<file path="config.mk">
export PLATFORM = sky130hd
export DESIGN_NAME = nios_system_sysid_timeout
export DESIGN_NICKNAME = d
export VERILOG_FILES = /design/src/rtl/nios_system_sysid_pkg.sv /design/src/rtl/nios_system_sysid_timeout.sv
export SDC_FILE = /design/constraint.sdc
export NUM_CORES = 1
export LEC_CHECK = 0
export ABC_CLOCK_PERIOD_IN_PS = 4200
export CORE_ASPECT_RATIO = 1.5
export CORE_MARGIN = 3
export CORE_UTILIZATION = 54
export DETAILED_ROUTE_END_ITERATION = 10
export PLACE_DENSITY = 0.86
export RECOVER_POWER = 50
export REMOVE_ABC_BUFFERS = 1
export SYNTH_ARGS = -nofsm -noshare
export SYNTH_HDL_FRONTEND = slang
export SYNTH_SLANG_ARGS = --single-unit
</file>
<file path="constraint.sdc">
create_clock -name clock -period 4.2 [get_ports clock]
set_clock_uncertainty 0.2 [all_clocks]
set_input_delay 0.84 -clock clock [delete_from_list [all_inputs] [get_ports clock]]
set_output_delay 0.84 -clock clock [all_outputs]
set_load 0.01 [all_outputs]
</file>
<file path="src/rtl/nios_system_sysid_pkg.sv">
// Shared types and constants for the system-ID checker: FSM states, slave word
// addresses and the expected ID value also published to software headers.
package nios_system_sysid_pkg;

  typedef enum logic [2:0] {
    ST_IDLE    = 3'd0,
    ST_ID_REQ  = 3'd1,
    ST_ID_WAIT = 3'd2,
    ST_TS_REQ  = 3'd3,
    ST_TS_WAIT = 3'd4,
    ST_FIN     = 3'd5
  } sysid_state_e;

  localparam logic        SYSID_ADDR_ID           = 1'b1;
  localparam logic        SYSID_ADDR_TIMESTAMP    = 1'b0;
  localparam logic [31:0] SYSID_DEFAULT_ID        = 32'd1480900814;
  localparam logic [31:0] SYSID_DEFAULT_TIMESTAMP = 32'd0;
  localparam int unsigned SYSID_TIMER_W           = 16;

  function automatic logic is_busy_state(input sysid_state_e s);
    logic r;
    case (s)
      ST_ID_REQ, ST_ID_WAIT, ST_TS_REQ, ST_TS_WAIT: r = 1'b1;
      default:                                      r = 1'b0;
    endcase
    return r;
  endfunction

  function automatic logic is_req_state(input sysid_state_e s);
    logic r;
    case (s)
      ST_ID_REQ, ST_TS_REQ: r = 1'b1;
      default:              r = 1'b0;
    endcase
    return r;
  endfunction

endpackage

</file>
<file path="src/rtl/nios_system_sysid_timeout.sv">
// Loadable down-counter for the per-transaction response timeout; expired is
// high while the count sits at zero. Used only with SYSID_CHECKER_TIMEOUT_EN.
module nios_system_sysid_timeout
  import nios_system_sysid_pkg::*;
#(
  parameter int unsigned WIDTH = SYSID_TIMER_W
) (
  input  logic             clock,
  input  logic             reset_n,
  input  logic             load,
  input  logic [WIDTH-1:0] load_value,
  input  logic             enable,
  output logic             expired
);

  logic [WIDTH-1:0] count_d;
  logic [WIDTH-1:0] count_q;

  // Load wins over counting; the count saturates at zero.
  always_comb begin
    count_d = count_q;
    if (load) begin
      count_d = load_value;
    end else if (enable && (count_q != '0)) begin
      count_d = count_q - WIDTH'(1);
    end else begin
      count_d = count_q;
    end
  end

  // Count register.
  always_ff @(posedge clock or negedge reset_n) begin
    if (!reset_n) begin
      count_q <= '0;
    end else begin
      count_q <= count_d;
    end
  end

  assign expired = (count_q == '0);

endmodule

</file>
## Word-level counts from Yosys, hierarchy flattened

Index checks and enable logic that the tools add are counted.

| word-level totals | value |
|---|---|
| flip-flop bits (word level) | 16 |
| bits of input ports | 20 |
| output and inout bits | 1 |
| word-level logic and storage cells | 8 |

| operators by class | value |
|---|---|
| add/sub/neg operators | 1 |
| muxes and demuxes | 2 |
| reduce and logical (&&, ||, !) cells | 4 |

Operators with widths:

| kind | count |
|---|---|
| $mux 16 | 2 |
| $logic_not 16->1 | 1 |
| $reduce_bool 16->1 | 1 |
| $sub 16x1->16 const B | 1 |
| $reduce_bool 2->1 | 1 |
| $logic_and 1x1->1 | 1 |

## Logic depth before layout (Yosys ltp)

| depth | value |
|---|---|
| depth in word-level cells | 4 |
| mapped depth | 6 |
| depth with buffers taken out | 6 |

## Worst setup path after synthesis

No wires, ideal clock.

| path | value |
|---|---|
| path kind | reg2out |
| start point | register count_q[0] |
| end point | output expired |
| data arrival time | 1.420 ns |
| data required time | 3.160 ns |
| setup slack | 1.740 ns |
| cell stages (with the launch flop) | 6 |
| buffers on the path | 0 |
| path through | dfrtp_1 > inv_1 > ha_1 > nor4b_1 > nand4_1 > inv_1 |

| on the way | value |
|---|---|
| longest elaborated chain between the ends | 1 |

Ends and longest elaborated chain:

| what | RTL line | text |
|---|---|---|
| start: declaration | nios_system_sysid_timeout.sv:17 | `logic [WIDTH-1:0] count_q;` |
| start signal: assignment | nios_system_sysid_timeout.sv:36 | `count_q <= count_d;` |
| $logic_not 16->1 | nios_system_sysid_timeout.sv:40 | `assign expired = (count_q == '0);` |
| end: declaration | nios_system_sysid_timeout.sv:13 | `output logic expired` |

Every way passes these cells.

## Worst setup path in the final report

Ends and elaborated chain as after synthesis.

==> flow_summary.ini <==
[floorplanning]
die_area_um2 = 2550
initial_core_util = 0.574
die_w_um = 42.2
ioPinCount = 21
core_um2 = 1850
die_y_um = 60.4
row_count = 19

[global_routing]
grt_pass1_wl_mm = 4.59
grtUsageTotal = 0.234
grt-ovfl-total = 0
grt_pass1_vias = 1042
antenna_found_initial = 0
grt_max_degree = 19

[pwr]
powerDensity_nw_per_um2 = 289
ir_drop_v = 0.000208
total_leakage_power_nw = 0.504

[synthesis]
yosys-top-cells-area = dfrtp_1 (38%), nand2_1 (4.6%), nor2_1 (4.6%), a31oi_1 (3.5%), or4_1 (3.5%)
async_reset_ff_frac = 1.00
ys_top_cells_by_count = dfrtp_1 (16), nand2_1 (13), nor2_1 (13)
synth_cell_types = 35
ys_seq_elements = 16
seq_area_frac_synth = 0.376
synth_ff_type = dfrtp_1
synthCells = 124
synth.largest_area_cell = dfrtp_1
synth-edff-count = 0
yosys_warnings = 0
synth_top_area_frac = 0.376
netlist_area_um2 = 1060
synth_area_per_cell_um2 = 8.58
yosysMostFrequentCell = dfrtp_1

[hold_path]
hp-class = reg2reg

[route]
final_antenna_net_count = 0
viasPerCell = 6.28
drt-total-wl_mm = 2.56
vias = 1036
first_iter_violations = 37
drt_pass1_iterations = 4
drc = 0
routedWlPerCell_um = 15.5

[worst_setup_path]
reg2reg_slack_ns = 1.77
end_kind = output pin
setup.worst_path.start = count_q[0]
regToRegStartpoint = count_q[0]
r2r_cells = 6
critPathRequiredTime_ns = 3.16
crit_type = reg2out
crit_end = expired
crit_arrival_ns = 2.46
path_max_fanout = 5
crit_path_start_kind = flop
r2r-end = count_q[1]

[finish]
n_antenna_cell = 0
largest_reg_flops = 16
fillerInstances = 160
final_area_um2 = 1310
regMostFlops = count_q
area_delta_synth_final_pct = 22.9
drive_gt1_frac = 0.0694
fin_nets = 166
top_regs = count_q: 16 flops

[run_status]
status = finished clean

[clock_network]
cts_root_buf = clkbuf_4
clk_latency_ns = 0.30
cts_tree = yes
path_clk_slew_ns = 0.10
clock_sinks = 16
cts_setup_buffers = 0
ctsResizeCount = 0
hold_buffers = 0
h-tree-depth = 1
cts.path.max_buffers = 2
cts_buffers = 3

[sta]
max_freq_mhz = 286
worst_pin_slew_ns = 0.743
setup_viol = 0
finalCritPeriodShare = 0.832
hold_violations = 0
setup-tns-final_ns = 0
relSlewSlack = 0.503
slew_viol_final = 0
rsz0062_at_grt = no
fin_ws_ns = 0.704
final.min_clock_period_ns = 3.50

[placement]
place_ws_ns = 1.04
routabilityCongestion = 0.908
hpwl_mm = 1.97
placed_area_um2 = 1270
io_buffers = 20

[flow_run]
cap_violations = 0
per-stage QoR:
stage / utilization / hold WS [ns] / std cells / power (mW)
2_1_floorplan: - / 0.344 / 119 / 0.235
3_3_place_gp: 0.686 / 0.396 / 161 / 0.269
3_5_place_dp: 0.686 / 0.400 / 161 / 0.275
4_1_cts: 0.705 / 0.420 / 165 / 0.381
5_1_grt: 0.705 / 0.463 / 165 / 0.399
6_report: 0.705 / 0.419 / 165 / 0.378
layout make-up:
| type | instances | area (µm²) | area share |
|---|---|---|---|
| Clock buffer | 4 | 36.3 | 0.0278 |
| Inverter | 5 | 18.8 | 0.0144 |
| Multi-Input combinational cell | 98 | 618 | 0.473 |
| Sequential cell | 16 | 400 | 0.306 |
| Tap cell | 21 | 26.3 | 0.0201 |
| Timing Repair Buffer | 21 | 208 | 0.159 |
metal layers:
| metal | share of wire | track usage |
|---|---|---|
| met3 | 0.034 | 0.0326 |
| met4 | 0.043 | 0.169 |
| met2 | 0.55 | 0.427 |
| met1 | 0.38 | 0.244 |
| met5 | 0 | 0 |
worst min-delay path by stage:
stage                     cells past startpoint          end  slack (ns)        start
after detailed placement                      2   count_q[9]        0.40   count_q[9]
after global placement                        2  count_q[10]        0.40  count_q[10]
final                                         2   count_q[9]        0.42   count_q[9]
after global routing                          2   count_q[9]        0.46   count_q[9]
after CTS                                     2   count_q[9]        0.42   count_q[9]
after floorplan                               0   count_q[0]        0.34      reset_n
power by group:
part | internal [mW] | total [mW] | switching [mW]
combinational | 0.0419 | 0.0788 | 0.0369
clock | 0.0529 | 0.107 | 0.0536
sequential | 0.169 | 0.193 | 0.0236
total | 0.264 | 0.378 | 0.114
placed cells by master, fill, tap and decap left out, drive strengths merged, types with 4 or more instances in the layout:
cell            n
inv             5
nor4            4
nor2           13
nand2          13
dfrtp          16
a31oi           6
clkdlybuf4s50  19
clkbuf          4
nor3            5
a21oi           7
or4             5
o21ai          10
worst max-delay path, stage by stage, from the launching register on:
cell and delay (ns):
dfrtp_1 0.40, inv_1 0.09, ha_1 0.20, nor4b_1 0.51
nand4_1 0.30, inv_1 0.12, clkdlybuf4s50_1 0.53
logic make-up (layout without fill, tap and decap cells):
group           after synthesis  in the layout  share of synthesized area
simple gates                 62             62                      0.336
compound gates               31             31                      0.195
flops                        16             16                      0.376
buf+inv                      10             30                     0.0423
mux                           3              3                     0.0294
fa+ha+maj                     1              1                     0.0118
xor+xnor                      1              1                    0.00824
Note: power is estimated with default switching activity, not from simulation.
